[src/rtl/ddr2_host_req_sequencer.sv]
// ddr2_host_req_sequencer: turns host requests into held ddr2_controller CMD/SZ/OP/ADDR/DIN inputs.
// Latency: a scalar request drives CMD one cycle after acceptance; a BLW drives CMD one cycle after its last payload word.
// Backpressure: CMD is held until NOTFULL/FILLCOUNT show it consumed; BLW data advances only while FILLCOUNT<=FILL_LIMIT.
// Optional feature macro: DDR2_SEQ_PERF_CNT_EN enables the saturating ISSUE_CNT/STALL_CNT counters.
module ddr2_host_req_sequencer #(
  parameter int ADDR_W     = 25,
  parameter int DATA_W     = 16,
  parameter int FILL_LIMIT = 63
) (
  input  logic              CLK,
  input  logic              RESETBAR,
  input  logic              REQ_VALID,
  output logic              REQ_READY,
  input  logic [2:0]        REQ_CMD,
  input  logic [1:0]        REQ_SZ,
  input  logic [2:0]        REQ_OP,
  input  logic [ADDR_W-1:0] REQ_ADDR,
  input  logic [DATA_W-1:0] REQ_DATA,
  input  logic              WDATA_VALID,
  output logic              WDATA_READY,
  input  logic [DATA_W-1:0] WDATA,
  input  logic              CTRL_READY,
  input  logic              NOTFULL,
  input  logic [6:0]        FILLCOUNT,
  output logic [2:0]        CMD,
  output logic [1:0]        SZ,
  output logic [2:0]        OP,
  output logic [ADDR_W-1:0] ADDR,
  output logic [DATA_W-1:0] DIN,
  output logic              BUSY,
  output logic [15:0]       ISSUE_CNT,
  output logic [15:0]       STALL_CNT
);

  typedef enum logic [1:0] {
    S_IDLE     = 2'd0,
    S_COLLECT  = 2'd1,
    S_ISSUE    = 2'd2,
    S_BLK_DATA = 2'd3
  } state_t;

  localparam logic [2:0] C_SCR = 3'd1;
  localparam logic [2:0] C_SCW = 3'd2;
  localparam logic [2:0] C_BLR = 3'd3;
  localparam logic [2:0] C_BLW = 3'd4;
  localparam logic [2:0] C_ATR = 3'd5;
  localparam logic [2:0] C_ATW = 3'd6;
  localparam logic [6:0] LP_FILL_LIMIT = 7'(FILL_LIMIT);

  state_t            r_state;
  logic              r_live;
  logic [2:0]        r_cmd;
  logic [1:0]        r_sz;
  logic [2:0]        r_op;
  logic [ADDR_W-1:0] r_addr;
  logic [DATA_W-1:0] r_din;
  logic [1:0]        r_blw_sz;
  logic [ADDR_W-1:0] r_blw_addr;
  logic [4:0]        r_wptr;
  logic [4:0]        r_rptr;
  logic [DATA_W-1:0] r_buf [32];

  logic              w_req_hs;
  logic              w_wdat_hs;
  logic              w_fill_ok;
  logic              w_is_rd;
  logic              w_consume;
  logic [4:0]        w_last_idx;

  // r_live keeps REQ_READY low while reset is asserted even though IDLE is the reset state
  assign REQ_READY   = r_live && (r_state == S_IDLE) && CTRL_READY;
  assign WDATA_READY = (r_state == S_COLLECT);
  assign BUSY        = (r_state != S_IDLE);

  assign w_req_hs   = REQ_VALID && REQ_READY;
  assign w_wdat_hs  = WDATA_VALID && WDATA_READY;
  assign w_fill_ok  = (FILLCOUNT <= LP_FILL_LIMIT);
  assign w_is_rd    = (r_cmd == C_SCR) || (r_cmd == C_BLR);
  assign w_consume  = NOTFULL && (w_is_rd || w_fill_ok);
  // Index of the last word of the burst: N-1 = 8*(SZ+1)-1
  assign w_last_idx = {r_blw_sz, 3'b111};

  assign CMD  = r_cmd;
  assign SZ   = r_sz;
  assign OP   = r_op;
  assign ADDR = r_addr;
  assign DIN  = r_din;

  // Sequencer FSM: accept, collect BLW payload, hold command until consumed, stream BLW data
  always_ff @(posedge CLK or negedge RESETBAR) begin
    if (!RESETBAR) begin
      r_state    <= S_IDLE;
      r_live     <= 1'b0;
      r_cmd      <= '0;
      r_sz       <= '0;
      r_op       <= '0;
      r_addr     <= '0;
      r_din      <= '0;
      r_blw_sz   <= '0;
      r_blw_addr <= '0;
      r_wptr     <= '0;
      r_rptr     <= '0;
    end else begin
      r_live <= 1'b1;
      case (r_state)
        S_IDLE: begin
          if (w_req_hs) begin
            case (REQ_CMD)
              C_SCR: begin
                r_cmd   <= C_SCR;
                r_addr  <= REQ_ADDR;
                r_state <= S_ISSUE;
              end
              C_SCW: begin
                r_cmd   <= C_SCW;
                r_addr  <= REQ_ADDR;
                r_din   <= REQ_DATA;
                r_state <= S_ISSUE;
              end
              C_BLR: begin
                r_cmd   <= C_BLR;
                r_addr  <= REQ_ADDR;
                r_sz    <= REQ_SZ;
                r_state <= S_ISSUE;
              end
              C_BLW: begin
                r_blw_addr <= REQ_ADDR;
                r_blw_sz   <= REQ_SZ;
                r_wptr     <= '0;
                r_state    <= S_COLLECT;
              end
              C_ATR, C_ATW: begin
                r_cmd   <= REQ_CMD;
                r_addr  <= REQ_ADDR;
                r_sz    <= REQ_SZ;
                r_op    <= REQ_OP;
                r_din   <= REQ_DATA;
                r_state <= S_ISSUE;
              end
              default: begin
                // NOP (0/7) is dropped without touching the controller bus
              end
            endcase
          end
        end
        S_COLLECT: begin
          if (w_wdat_hs) begin
            r_wptr <= r_wptr + 5'd1;
            if (r_wptr == w_last_idx) begin
              // buf[0] was written at least 7 handshakes ago, so it is safe to read here
              r_cmd   <= C_BLW;
              r_addr  <= r_blw_addr;
              r_sz    <= r_blw_sz;
              r_din   <= r_buf[0];
              r_state <= S_ISSUE;
            end
          end
        end
        S_ISSUE: begin
          if (w_consume) begin
            r_cmd  <= '0;
            r_sz   <= '0;
            r_op   <= '0;
            r_addr <= '0;
            if (r_cmd == C_BLW) begin
              // word 0 went out alongside the command; continue with word 1
              r_din   <= r_buf[1];
              r_rptr  <= 5'd1;
              r_state <= S_BLK_DATA;
            end else begin
              r_din   <= '0;
              r_state <= S_IDLE;
            end
          end
        end
        S_BLK_DATA: begin
          if (w_fill_ok) begin
            if (r_rptr == w_last_idx) begin
              r_din   <= '0;
              r_rptr  <= '0;
              r_state <= S_IDLE;
            end else begin
              r_rptr <= r_rptr + 5'd1;
              r_din  <= r_buf[r_rptr + 5'd1];
            end
          end
        end
        default: r_state <= S_IDLE;
      endcase
    end
  end

  // Payload buffer: contents need no reset, only the write pointer does
  always_ff @(posedge CLK) begin
    if (w_wdat_hs) begin
      r_buf[r_wptr] <= WDATA;
    end
  end

`ifdef DDR2_SEQ_PERF_CNT_EN
  logic [15:0] r_issue_cnt;
  logic [15:0] r_stall_cnt;

  // Saturating counters of consumed commands and held command cycles
  always_ff @(posedge CLK or negedge RESETBAR) begin
    if (!RESETBAR) begin
      r_issue_cnt <= '0;
      r_stall_cnt <= '0;
    end else if (r_state == S_ISSUE) begin
      if (w_consume) begin
        if (r_issue_cnt != 16'hFFFF) r_issue_cnt <= r_issue_cnt + 16'd1;
      end else begin
        if (r_stall_cnt != 16'hFFFF) r_stall_cnt <= r_stall_cnt + 16'd1;
      end
    end
  end

  assign ISSUE_CNT = r_issue_cnt;
  assign STALL_CNT = r_stall_cnt;
`else
  assign ISSUE_CNT = '0;
  assign STALL_CNT = '0;
`endif

endmodule

[config.mk]
export PLATFORM = sky130hd
export DESIGN_NAME = ddr2_host_req_sequencer
export DESIGN_NICKNAME = d
export VERILOG_FILES = /design/src/rtl/ddr2_host_req_sequencer.sv
export SDC_FILE = /design/constraint.sdc
export NUM_CORES = 1
export LEC_CHECK = 0
export CAP_MARGIN = 30
export CORE_ASPECT_RATIO = 0.75
export CORE_MARGIN = 3
export CORE_UTILIZATION = 57
export DETAILED_ROUTE_END_ITERATION = 10
export DONT_BUFFER_PORTS = 1
export PLACE_DENSITY = 0.75
export SETUP_SLACK_MARGIN = 0.02
export SYNTH_ARGS = -nofsm -noshare
export SYNTH_HDL_FRONTEND = slang
export SYNTH_SLANG_ARGS = --single-unit
[constraint.sdc]
create_clock -name CLK -period 2.45 [get_ports CLK]
set_input_delay 0.735 -clock CLK [delete_from_list [all_inputs] [get_ports CLK]]
set_output_delay 0.735 -clock CLK [all_outputs]
set_load 0.02 [all_outputs]
==> results of run 1 <==
==> per-layer routing <==
metal,up-vias,part of all wire,GRT usage
met2,680,0.47,0.389
met4,0,0.025,0.0687
met1,6799,0.40,0.361
met3,104,0.10,0.0805
li1,5596,-,-
met5,-,0,0
==> power by group through the flow <==
stage	Sequential, mW	Clock, mW	Combinational, mW
finish	12.5	7.97	10.5
global route	12.6	8.48	11.2
CTS	12.5	8.04	10.0
detailed placement	12.7	0	8.98
global placement	12.7	0	8.81
floorplan	12.6	0	5.84
==> state kept, by name (all words and copies together) (netlist names) <==
| signal | count |
|---|---|
| ADDR | 25 |
| CMD | 3 |
| DIN | 16 |
| OP | 3 |
| SZ | 2 |
| r_blw_addr | 25 |
| r_blw_sz | 2 |
| r_buf | 512 |
| r_live | 1 |
| r_rptr | 5 |
| r_state | 2 |
| r_wptr | 5 |
==> synthesized netlist by cell type (all sizes together) (4+ instances only) <==
cell type	count
inv	10
xor2	6
nor4	17
mux4	128
mux2i	64
o21ai	52
xnor2	4
nor3	5
clkbuf	30
a21oi	33
ha	10
edfxtp	512
o31ai	20
a22oi	16
nand2	57
nand3	20
buf	78
dfrtp	89
nor2	58
o22ai	16
nor2b	46
mux2	28
==> final cells by class <==
class	instances	area, sq um
multi-input cells	653	6750
flip-flops and latches	601	17600
fillers	2632	13700
diodes	7	17.5
well taps	569	712
inverters	11	41.3
repair buffers	172	1720
clock buffers	64	1410
clock inverters	36	240
==> how the worst max path moves through the flow <==
stage | start | to | cells after the start
floorplan | r_state[1]$_DFFE_PN0P_ | r_buf[10][0]$_DFFE_PP_ | 6
global placement | r_rptr[0]$_DFFE_PN0P_ | DIN[0]$_DFFE_PN0P_ | 11
detailed placement | r_rptr[0]$_DFFE_PN0P_ | DIN[0]$_DFFE_PN0P_ | 11
CTS | r_rptr[0]$_DFFE_PN0P_ | DIN[9]$_DFFE_PN0P_ | 12
global route | r_rptr[0]$_DFFE_PN0P_ | DIN[13]$_DFFE_PN0P_ | 12
finish | r_rptr[0]$_DFFE_PN0P_ | DIN[8]$_DFFE_PN0P_ | 12
==> kinds of logic (layout without fill, tap and decap cells) <==
family,count (synthesis),in the layout
flip-flops,601,601
multiplexers,220,220
AND/OR/NAND/NOR,220,220
AO/OA/AOI/OAI,160,160
buffers and inverters,119,283
adder cells (fa/ha/maj),10,10
XOR/XNOR,10,10
other,2,40
==> what timing repair did <==
item / 4_1_cts / 5_1_grt
setup endpoints to repair: 19 / 34
cloned: 3 / 2
setup buffers: 12 / 8
gates resized for setup: 73 / 34
endpoints found under the hold margin: 89 / 89
pin swaps: 18 / 7
==> placed cells by master, fill, tap and decap left out, types with 16 or more instances in the layout <==
master	synthesis	final
a22oi_1	16	16
a21oi_1	33	33
o31ai_1	20	18
clkinv_2	0	16
clkbuf_16	0	56
conb_1	2	33
edfxtp_1	512	512
buf_12	0	18
mux2_2	28	28
nand2_1	57	57
nor2_2	0	25
mux4_2	128	128
buf_4	37	135
nor2b_1	46	46
o21ai_0	50	42
nor2_1	58	33
mux2i_1	64	47
dfrtp_1	89	87
nand3_1	20	19
==> through the flow <==
| step | worst slack [ns] | hold slack (ns) | cell area [sq um] | setup TNS, ns |
|---|---|---|---|---|
| after global placement | -0.303 | 0.442 | 26000 | -2.12 |
| after detailed placement | -0.324 | 0.442 | 26000 | -2.60 |
| after floorplan | -0.132 | 0.439 | 24600 | -47.88 |
| final | -0.247 | -0.160 | 28500 | -2.44 |
| after CTS | -0.225 | -0.184 | 28200 | -2.34 |
| after global routing | -0.330 | -0.188 | 28500 | -3.88 |
==> worst register-to-register path: stages, from the launching register on <==
cell and delay [ns]:
dfrtp_4 0.48, ha_4 0.18, xor2_4 0.20, buf_12 0.20, buf_6 0.14, buf_16 0.10, mux4_2 0.29, mux2i_1 0.21
buf_4 0.18, o22ai_4 0.10, nor4_2 0.24, buf_4 0.16, o31ai_1 0.07
==> out/summary.txt, run 1 <==
Status -> finished, violations left
Failing checks -> antenna violations, negative hold slack, negative setup slack
Slew headroom -> 0.615
Pwr Total -> 31.0 mW
Gr usage total -> 0.254
WL final -> 58,000 um
H-tree lvl count -> 2
Row count -> 65
CP most frequent cell -> buf_4
Via density -> 6.24
Slew Limit Fails -> 0
IO Pins -> 162
FF-to-FF Start -> r_rptr[0]$_DFFE_PN0P_
Clock Latency Late Sink -> 0.59 ns
Num CTS Buffers -> 54
Startpoint Class -> register
FMAX -> 371 MHz
Ys async rst share -> 0.148
Comb pwr share -> 0.340
Clock Pin Slew Worst Setup and Hold Paths -> 0.07 ns
Post-synthesis cell type with the largest combined area -> edfxtp_1
Synth Area in Adders -> 0.00512
Number of synthesized flops with an enable pin -> 512
Final hold violation count -> 89
Post-synthesis mux area share -> 0.157
Syn Inst Count -> 1,342
P per Cell Area -> 1090 nW/um^2
Nets -> 1,581
Worst path cell trace -> ha_4 > xor2_4 > buf_12 > buf_6 > buf_16 > mux4_2 > mux2i_1 > buf_4 > o22ai_4 > nor4_2 > buf_4 > o31ai_1
Pint -> 21.2 mW
Cells after DPL -> 1,983
Die Ht -> 185 um
Post-DRT Antenna Nets -> 1
Ys Warns -> 0
Fin crit share -> 1.10
Full die area -> 45,500 sq um
Critical path fanouts, max -> 9
Initial antenna violation count -> 1
Peak VDD IR -> 0.000697 V
Simple-Gate Fraction of Synth Area -> 0.0441
Post-synth top flop -> edfxtp_1
Worst r2r path cells -> 12
DIE WIDTH -> 245 um
Netlist cell types -> 51
WHS -> -0.160 ns
Drt drc -> 0
CTS tree -> yes
DR pass1 iterations -> 5
Core area -> 42,200 sq um
Switching Share -> 0.317
Sequential Power Share -> 0.403
Largest family of logic cells by synthesized area -> multiplexers
Crit-path slowest cell -> dfrtp_4
Vias -> 13,200
Area growth syn-to-layout -> 16.5%
P_sw -> 9.84 mW
First-pass GRT wire length -> 84,600 um
Final Skew -> 0.0260 ns
Final WS setup -> -0.247 ns
Final setup fails -> 16
Area contributors post-synth -> edfxtp_1 (63%), mux4_2 (12%), dfrtp_1 (9.1%)
Largest net degree at the start of global routing -> 90
Clock power frac -> 0.257
Flops & latches, synth -> 601
Max-cap violations -> 0
Synth top area share -> 0.629
Worst reg2reg setup slack -> -0.25 ns
Critical path capture point type -> register
Fin cells -> 2,113
Post-Syn Area -> 24,500 sq um
Post-layout util -> 0.675
WP data required -> 2.90 ns
Vias in the first global route -> 13,100
Worst r2r dst -> DIN[8]$_DFFE_PN0P_
Critical Path AT -> 3.15 ns
Initial core utilization -> 0.580
CTS max path bufs -> 3
WL/cell -> 27.5 um
CP top delay family -> buffers and inverters
RePlAce Congestion -> 0.861
Kind of critical path -> register to register
Min-delay worst type -> input port to async pin
HPWL after DPL -> 35,000 um
Sequential-to-total area share from yosys stat -> 0.720
Final min period -> 2.70 ns
Static leakage -> 9.97 nW
CTS Root Cell -> clkbuf_16
Port buffer count -> 0
CP max stage delay -> 0.48 ns
DR iter-0 viols -> 1,399
Buf/Inv on CP -> 5
Clk sinks -> 601
Syn_area_per_cell -> 18.2 sq um
Share of layout cells above drive strength 1 -> 0.324
RSZ-0062 raised after global routing -> true
Total grt overflow -> 0
Worst slew pin tran -> 0.577 ns
Synth Area in Compound Gates -> 0.0413
Synth Area in XOR/XNOR -> 0.00358
Power figures use the tool's default switching activity.
==> run 2: changes to the inputs <==
--- a/config.mk
+++ b/config.mk
@@ -8,10 +8,10 @@
 export CAP_MARGIN = 30
 export CORE_ASPECT_RATIO = 0.75
 export CORE_MARGIN = 3
-export CORE_UTILIZATION = 57
+export CORE_UTILIZATION = 63
 export DETAILED_ROUTE_END_ITERATION = 10
 export DONT_BUFFER_PORTS = 1
-export PLACE_DENSITY = 0.75
+export PLACE_DENSITY = 0.79
 export SETUP_SLACK_MARGIN = 0.02
 export SYNTH_ARGS = -nofsm -noshare
 export SYNTH_HDL_FRONTEND = slang
==> constraint.sdc (replaced) <==
create_clock -name CLK -period 2.9 [get_ports CLK]
set_input_delay 0.87 -clock CLK [delete_from_list [all_inputs] [get_ports CLK]]
set_output_delay 0.87 -clock CLK [all_outputs]
set_load 0.02 [all_outputs]
==> out/summary.txt, run 2 (same netlist as run 1, synthesis figures left out) <==
Post-layout util -> 0.729
Share of layout cells above drive strength 1 -> 0.250
DR pass1 iterations -> 6
Core area -> 37,700 sq um
Post-DRT Antenna Nets -> 0
CTS max path bufs -> 3
HPWL after DPL -> 34,500 um
Initial antenna violation count -> 0
IO Pins -> 162
Final hold violation count -> 0
Worst r2r dst -> DIN[13]$_DFFE_PN0P_
Clock Latency Late Sink -> 0.59 ns
Total grt overflow -> 0
WL final -> 57,100 um
Most frequent cells in the layout -> edfxtp_1 (512), mux4_2 (128), buf_4 (92)
Worst slew pin tran -> 0.692 ns
First-pass GRT wire length -> 84,800 um
Vias in the first global route -> 13,300
Largest net degree at the start of global routing -> 90
Worst reg2reg setup slack -> 0.04 ns
Via density -> 6.69
Final Skew -> 0.0228 ns
RSZ-0062 raised after global routing -> true
Row count -> 61
Most common cell after layout, fill and taps aside -> edfxtp_1
Drt drc -> 0
RePlAce Congestion -> 0.895
WP data required -> 3.35 ns
Register Area -> 17,600 sq um
Min-delay worst type -> input port to async pin
Critical path capture point type -> register
Clock Pin Slew Worst Setup and Hold Paths -> 0.07 ns
WL/cell -> 29.0 um
CTS Root Cell -> clkbuf_16
Fillers -> 2,156
Full die area -> 41,300 sq um
FF-to-FF Start -> r_rptr[0]$_DFFE_PN0P_
Kind of critical path -> register to register
Die Ht -> 177 um
H-tree lvl count -> 2
P per Cell Area -> 941 nW/um^2
Setup_tns -> 0 ns
DR iter-0 viols -> 1,664
DIE WIDTH -> 234 um
Slew headroom -> 0.534
Initial core utilization -> 0.649
Area growth syn-to-layout -> 12.4%
CTS tree -> yes
Final min period -> 2.86 ns
Gr usage total -> 0.282
Peak VDD IR -> 0.000783 V
Worst r2r path cells -> 9
Startpoint Class -> register
Fin crit share -> 0.988
FMAX -> 349 MHz
Critical Path AT -> 3.32 ns
Nets -> 1,511
Max-cap violations -> 0
Vias -> 13,200
Antenna cells -> 0
Cells after DPL -> 1,866
Max FFs per register -> 512
Largest Register -> r_buf
Critical path fanouts, max -> 13
Status -> completed
Final setup fails -> 0
Multi-input logic area -> 6360 sq um
Clk sinks -> 601
Port buffer count -> 0
Slew Limit Fails -> 0
Num CTS Buffers -> 55
Fin cells -> 1,972
Static leakage -> 9.66 nW
==> run 2: changes by cell type in the layout (fill, tap and decap cells not counted), sizes merged <==
| cell | previous run | this run |
|---|---|---|
| inv | 13 | 11 |
| buf | 170 | 101 |
| bufinv | 2 | 12 |
| clkinvlp | 0 | 3 |
| clkinv | 32 | 22 |
| diode | 7 | 0 |
| clkbuf | 66 | 65 |
==> run 2: final cells by class <==
class / count / area share
inverter: 11 / 0.00150
timing repair buffer: 101 / 0.0316
clock inverter: 37 / 0.0176
sequential: 601 / 0.640
tap: 504 / 0.0229
clock buffer: 65 / 0.0547
multi-input combinational: 653 / 0.231
==> run 2: report_power, final <==
| group | internal (mW) | switching, mW | leakage, nW |
|---|---|---|---|
| Sequential | 9.90 | 0.708 | 5.77 |
| Combinational | 3.24 | 4.09 | 2.92 |
| Clock | 4.76 | 3.17 | 0.973 |
| Total | 17.9 | 7.97 | 9.66 |
==> run 2: stage by stage <==
step                      power, mW  cell area (sq um)  setup slack (ns)  hold slack (ns)
final                          25.9              27500            0.0352            0.206
after global routing           26.8              27500           -0.0612            0.215
after CTS                      25.8              27400            0.0223            0.212
after detailed placement       17.8              25400            0.0270            0.494
after global placement         17.6              25400             0.105            0.488
after floorplan                15.6              24600             0.219            0.480
==> run 2: how the worst max path moves through the flow <==
stage / startpoint / slack, ns / endpoint
3_5_place_dp: r_rptr[0]$_DFFE_PN0P_ / 0.03 / DIN[5]$_DFFE_PN0P_
5_1_grt: r_rptr[0]$_DFFE_PN0P_ / -0.06 / DIN[13]$_DFFE_PN0P_
4_1_cts: r_rptr[0]$_DFFE_PN0P_ / 0.02 / DIN[13]$_DFFE_PN0P_
3_3_place_gp: r_rptr[0]$_DFFE_PN0P_ / 0.11 / DIN[5]$_DFFE_PN0P_
6_report: r_rptr[0]$_DFFE_PN0P_ / 0.04 / DIN[13]$_DFFE_PN0P_
2_1_floorplan: r_state[1]$_DFFE_PN0P_ / 0.22 / r_buf[22][0]$_DFFE_PP_
==> run 2: timing repair <==
item                       4_1_cts  5_1_grt
pin swaps                        0        1
setup buffers                    0        3
setup endpoints to repair        4        9
resized for setup                5        8
hold endpoints to repair        89        0
hold buffers                     1        0
==> run 2: per-layer routing <==
layer | vias up | wire length, um | track usage
li1 | 5445 | - | -
met1 | 6687 | 21400 | 0.394
met2 | 913 | 27100 | 0.445
met3 | 140 | 6860 | 0.0782
met4 | 0 | 1760 | 0.0800
met5 | - | 0 | 0
==> run 2: critical path, cell delays in order, from the launching register on <==
cell and delay [ns]:
dfrtp_4 0.50, ha_4 0.21, xor2_4 0.18, buf_12 0.19, buf_4 0.28, mux4_2 0.34, mux2i_1 0.30, o21ai_0 0.18
nor4_2 0.36, o31ai_1 0.16
